## config.mk

```make
export PLATFORM = sky130hd
export DESIGN_NAME = simple_mips_data_mem_responder
export DESIGN_NICKNAME = d
export VERILOG_FILES = /design/src/rtl/simple_mips_data_mem_responder.sv
export SDC_FILE = /design/constraint.sdc
export NUM_CORES = 2
export LEC_CHECK = 0
export ABC_AREA = 1
export CAP_MARGIN = 20
export CORE_MARGIN = 2
export CORE_UTILIZATION = 56
export DETAILED_ROUTE_END_ITERATION = 10
export DONT_BUFFER_PORTS = 1
export PLACE_DENSITY_LB_ADDON = 0.05
export SLEW_MARGIN = 20
export SYNTH_ARGS = -nofsm -noshare
export SYNTH_HDL_FRONTEND = slang
export SYNTH_SLANG_ARGS = --single-unit
```

## constraint.sdc

```tcl
create_clock -name clk -period 6.08 [get_ports clk]
set_input_delay 1.52 -clock clk [delete_from_list [all_inputs] [get_ports clk]]
set_output_delay 1.52 -clock clk [all_outputs]
set_load 0.03 [all_outputs]
```

## src/rtl/simple_mips_data_mem_responder.sv

```systemverilog
// Word-indexed data memory behind the CPU data port: zero-wait-state writes,
// reads with a fixed RD_LATENCY wait-state sequence (IDLE -> WAIT -> RESP).
module simple_mips_data_mem_responder #(
  parameter int DEPTH      = 32,
  parameter int RD_LATENCY = 2
) (
  input  logic        clk,
  input  logic        rst,
  input  logic        memread_ctrl,
  input  logic        memwrite_ctrl,
  input  logic [31:0] data_mem_addr,
  input  logic [31:0] data_mem_wrdata,
  output logic [31:0] data_mem_rd_data,
  output logic        mem_ready,
  output logic        mem_rd_valid,
  output logic        addr_err
);

  localparam int          AW       = (DEPTH > 1) ? $clog2(DEPTH) : 1;
  localparam logic [31:0] DEPTH_W  = 32'(DEPTH);
  localparam logic [3:0]  CNT_LOAD = (RD_LATENCY >= 2) ? 4'(RD_LATENCY - 2) : 4'd0;

  typedef enum logic [1:0] {IDLE, WAIT, RESP} state_t;

  state_t      state_reg, state_next;
  logic [3:0]  cnt_reg, cnt_next;
  logic [31:0] addr_reg, addr_next;
  logic [31:0] rd_data_reg, rd_data_next;
  logic        err_reg, err_next;
  logic        wr_en, rd_load;
  logic [31:0] rd_addr;
  logic        wr_in_range, rd_in_range;
  logic [31:0] mem [DEPTH];

  // Full 32-bit compare: upper address bits must never alias into the array.
  assign wr_in_range = data_mem_addr < DEPTH_W;
  // With RD_LATENCY==1 the array is read on the accept edge, before addr_reg is loaded.
  assign rd_addr     = (state_reg == IDLE) ? data_mem_addr : addr_reg;
  assign rd_in_range = rd_addr < DEPTH_W;

  always_comb begin
    state_next = state_reg;
    cnt_next   = cnt_reg;
    addr_next  = addr_reg;
    err_next   = 1'b0;
    wr_en      = 1'b0;
    rd_load    = 1'b0;
    case (state_reg)
      IDLE: begin
        if (memwrite_ctrl) begin
          wr_en    = wr_in_range;
          err_next = !wr_in_range;
        end else if (memread_ctrl) begin
          addr_next = data_mem_addr;
          if (RD_LATENCY == 1) begin
            state_next = RESP;
            rd_load    = 1'b1;
            err_next   = !rd_in_range;
          end else begin
            cnt_next   = CNT_LOAD;
            state_next = WAIT;
          end
        end
      end
      WAIT: begin
        if (cnt_reg == 4'd0) begin
          state_next = RESP;
          rd_load    = 1'b1;
          err_next   = !rd_in_range;
        end else begin
          cnt_next = cnt_reg - 4'd1;
        end
      end
      RESP:    state_next = IDLE;
      default: state_next = IDLE;
    endcase
  end

  always_comb begin
    rd_data_next = rd_data_reg;
    if (rd_load) begin
      rd_data_next = rd_in_range ? mem[rd_addr[AW-1:0]] : 32'd0;
    end
  end

  always_ff @(posedge clk) begin
    if (rst) begin
      state_reg   <= IDLE;
      cnt_reg     <= 4'd0;
      addr_reg    <= 32'd0;
      rd_data_reg <= 32'd0;
      err_reg     <= 1'b0;
      for (int i = 0; i < DEPTH; i++) begin
        mem[i] <= 32'd0;
      end
    end else begin
      state_reg   <= state_next;
      cnt_reg     <= cnt_next;
      addr_reg    <= addr_next;
      rd_data_reg <= rd_data_next;
      err_reg     <= err_next;
      if (wr_en) begin
        mem[data_mem_addr[AW-1:0]] <= data_mem_wrdata;
      end
    end
  end

  assign mem_ready        = (state_reg == IDLE);
  assign mem_rd_valid     = (state_reg == RESP);
  assign addr_err         = err_reg;
  assign data_mem_rd_data = rd_data_reg;

endmodule

```

# Yosys cells after proc, flatten, opt, wreduce, memory -nomap -nowiden
# Memory sizes are Yosys's and may differ from the RTL's.
# Index checks and enable logic that the tools add are counted.
[op_classes]
add_sub_neg = 1
order_cmp = 2
eq_ne = 6
mux = 25
n_bitwise = 1
reduce_logical = 9
[op_table]
columns = ["operator", "count"]
rows = [
  ["$mux W32", 3],
  ["$lt A32 B6 Y1 const B", 2],
  ["$reduce_or A32 Y1", 1],
  ["$mux W1", 12],
  ["$mux W4", 3],
  ["$ne A2 B2 Y1 const B", 4],
  ["$pmux W4 S2", 1],
  ["$mux W2", 3],
  ["$reduce_and A3 Y1", 2],
  ["$mux W5", 1],
  ["$logic_not A4 Y1", 1],
  ["$pmux W2 S2", 1],
  ["$reduce_and A4 Y1", 1],
  ["$sub A4 B1 Y4 const B", 1],
  ["$eq A2 B1 Y1 const B", 1],
  ["$eq A2 B2 Y1 const B", 1],
  ["$logic_not A1 Y1", 2],
  ["$logic_not A2 Y1", 1],
  ["$pmux W1 S2", 1],
  ["$reduce_bool A2 Y1", 1],
  ["$not A1 Y1", 1],
]
[word_totals]
reg_bits = 71
ramBits = 1024
output_inout_bits = 35
wordCells = 50
memories = 1
[memory_table]
columns = ["memory", "words", "word_bits", "rd", "rd_clocked_by_memory_dff", "write_ports", "line", "rtl"]
rows = [
  ["mem", 32, 32, 1, 0, 32, "33", "logic [31:0] mem [DEPTH];"],
]

# Logic depth before layout (Yosys ltp)
[depth]
depth_word = 8
ltp_mapped = 14
depth_no_buf = 12

# Worst setup path before layout
# Ideal clock, no wire load.
[synth_path]
path_kind = "input-to-reg"
from = "input data_mem_addr[20]"
to = "memory mem[26][0], enable pin"
arrival_ns = 4.749
t_required_ns = 5.614
slack_ns = 0.865
stages = 10
path_buffers = 1
path_cell_list = "nor2_1 > nand4_1 > nor2_1 > nand3_1 > inv_2 > nand2_2 > nor2_2 > nand2_2 > clkbuf_1 > o21ai_0"
[synth_rtl]
columns = ["item", "line", "rtl"]
rows = [
  ["start: declaration", "11", "input logic [31:0] data_mem_addr,"],
  ["end: declaration", "33", ""],
]

==> run_results.csv <==
group,metric,value,unit
run,cap_violations,0,
floorplanning,placementRows,109,
place,place_area,50400,um2
logic_synthesis,synth_edf_count,1024,
sta,tns,0,ps
logic_synthesis,yosys_warnings,0,
final_layout,antenna_cells,0,
cts,clkSinkCount,1095,
sta,finClkSkew,26.2,ps
routing,drtIter0Drc,4449,
cts,cts_resized,0,
floorplanning,ios,103,
routing,vias,37543,
sta,worstMarginPinSlew,1120,ps
place,dp_hpwl,80.5,mm
logic_synthesis,ys_seq_area_share,64.8,%
cts,path_clk_slew,60,ps
sta,fin_crit,3770,ps
cts,cts_max_level,3,
cts,cts_tree,"built",
place,place.port_buffers,0,
logic_synthesis,synth_seq_cells,1095,
global_routing,gr-total-overflow,0,
sta,rsz0062_at_grt,"false",
power_and_ir_drop,power_leakage,0.0201,uW
global_routing,grt_max_degree,129,
routing,wirelength,150,mm
final_layout,drive_above_1_share,7.54,%
place,gp_congestion,0.849,
cts,cts_hold_buf,0,
routing,dr.pass1.iters,6,
worst_setup_path,max_stage_delay,770,ps
routing,drc,0,
logic_synthesis,syn_nets,5134,
logic_synthesis,avgSynthCellArea,9.80,um2
worst_setup_path,reg2regPathDepth,12,
final_layout,layout.nets,4880,
cts,clk-insertion-delay-late,690,ps
global_routing,grt_first_pass_wirelength,225,mm
logic_synthesis,synth_area_leaders,"edfxtp_1, nand3_1, nand2_1, nor2_1, nor3_1",
sta,fin_crit_sh,62.0,%
floorplanning,coreArea,88100,um2
logic_synthesis,synth_top_area_share,62.0,%
worst_setup_path,cp_max_fo,43,
cts,clock_path_buffers,3,
sta,fmax,0.265,GHz
routing,vias_per_cell,6.18,
logic_synthesis,synth.distinct_cells,27,
global_routing,grt_usage,32.8,%
place,place_inst,5858,
logic_synthesis,synth_async_sr_flop_share,0,%
worst_setup_path,worst_path_most_repeated_cell,"nor2_1",
worst_setup_path,crit_required,6430,ps
floorplanning,die_y,302,um
run_status,outcome,"complete, no violations",
power_and_ir_drop,power_density,335,nW/um2
worst_setup_path,path_class,"in -> reg",
sta,hold_ws,481,ps
sta,hold_viol_final,0,
sta,slew-limit-headroom,25.4,%
final_layout,area.growth.synth_to_final,9.15,%
global_routing,grt_pass1_vias,35798,
sta,setup_violations,0,
worst_hold_path,hold_start,"cnt_reg[1]",
worst_hold_path,min_path_cells,2,
power_and_ir_drop,peakVddDrop,232,uV
logic_synthesis,yosysTopAreaCell,"edfxtp_1",
worst_setup_path,rr_endpoint,"data_mem_rd_data[31]",
worst_setup_path,critPathArrivalTime,4120,ps
cts,postCtsSetupBuffers,0,
worst_setup_path,slowest_stage,"o21ai_4",
sta,slew_violations,0,
final_layout,largest_register_ffs,1024,
final_layout,post-route-cell-area,54200,um2
cts,cts_made_buffers,115,
global_routing,antenna_found_initial,0,
worst_setup_path,start_kind,"input port",
cts,root_buffer,"clkbuf_16",
logic_synthesis,synthFlopType,"edfxtp_1",
worst_setup_path,cp-end-kind,"register",
floorplanning,dieArea,91000,um2
routing,drtAntennaViolNets,0,
logic_synthesis,synthesis.area,49600,um2
floorplanning,die_width,302,um
worst_setup_path,timing.rr.start,"state_reg[1]",
logic_synthesis,netlist_instances,5065,
worst_setup_path,worst-r2r-setup-slack,2350,ps
floorplanning,initial_core_util,56.3,%
worst_hold_path,hold_path_end,"cnt_reg[1]",
worst_hold_path,hp-class,"reg -> reg",
worst_setup_path,worstPathCellList,"nor2_1 > nand2_1 > nor2_1 > nand3_1 > inv_2 > nand2_2 > nor2_2 > nand2_4 > o21ai_4 > buf_4",
final_layout,finalNonFillerCells,6072,
routing,avgRoutedWirePerCell,24.6,um
## layout by cell type, fill, tap and decap left out, types with 6 or more instances in the layout
cell	instances
nand3_1	1124
nand2_1	1038
edfxtp_1	1024
nor2_1	711
nor3_1	384
clkbuf_16	124
buf_4	107
dfxtp_1	71
inv_1	48
a21oi_1	45
o21ai_0	33
clkbuf_1	30
clkinv_2	21
buf_12	19
nand2_2	17
o21ai_4	17
clkbuf_8	16
clkinv_1	15
nor3_2	11
inv_2	7
nor4_1	6
## worst max path at each step
| stage | start | to | cells after the start |
|---|---|---|---|
| global placement | data_mem_addr[18] | mem[25][4] | 9 |
| CTS | data_mem_addr[18] | mem[27][14] | 10 |
| finish | data_mem_addr[18] | mem[27][14] | 10 |
| floorplan | data_mem_addr[20] | mem[26][0] | 10 |
| detailed placement | data_mem_addr[18] | mem[27][14] | 10 |
| global route | data_mem_addr[18] | mem[27][3] | 10 |
## critical path, delay by kind of cell
kind                   cells  cell delay, ps
AO/OA/AOI/OAI              1             770
buffers and inverters      2             550
AND/OR/NAND/NOR            7            1220
## where the power goes
part / total, uW / switching, uW / leakage (uW) / internal [uW]
Combinational: 2560 / 1930 / 0.00694 / 626
Sequential: 8530 / 72.9 / 0.0113 / 8460
Clock: 7040 / 2940 / 0.00186 / 4100
Total: 18100 / 4950 / 0.0201 / 13200
## layout make-up
type	count	area, um2
clock inverters	43	339
multi-input cells	3412	15300
inverters	59	229
fillers	7382	33900
well taps	1165	1460
flip-flops and latches	1095	32200
clock buffers	170	3440
repair buffers	128	1240
## routing by layer
layer	GRT usage [%]	routed length, um	up-vias
met1	46.5	60400	18304
met4	12.1	5020	0
met3	4.33	14100	268
li1	-	-	16969
met5	0	0	-
met2	52.3	70200	2002
## cell families (layout without fill, tap and decap cells)
kind of cell    count (synthesis)  after routing  synth area share, %
buf+inv                       558            400                 4.97
flops                        1095           1095                 64.8
simple gates                 3315           3315                 29.2
fa+ha+maj                       1              1               0.0252
compound gates                 96             96                0.983
## per-stage QoR
step	power, uW	worst slack [ps]	utilization, %
after detailed placement	11200	1610	57.2
after CTS	18100	2300	61.5
after global placement	11200	1600	57.1
after global routing	18700	2180	61.5
after floorplan	10300	865	-
final	18100	2310	61.5
## cells in the mapped netlist (5+ instances only)
| master | instances |
|---|---|
| o21ai_0 | 46 |
| inv_1 | 54 |
| a21oi_1 | 46 |
| nor2_2 | 5 |
| edfxtp_1 | 1024 |
| dfxtp_1 | 71 |
| nor3_2 | 11 |
| buf_1 | 6 |
| nor4_1 | 6 |
| nor3_1 | 384 |
| nand4_1 | 5 |
| nand3_1 | 1124 |
| clkbuf_1 | 256 |
| nor2_1 | 711 |
| nand2_1 | 1056 |
| inv_2 | 5 |
| buf_4 | 28 |
| nand2_2 | 6 |
| buf_2 | 208 |
Note: power is estimated with default switching activity, not from simulation.
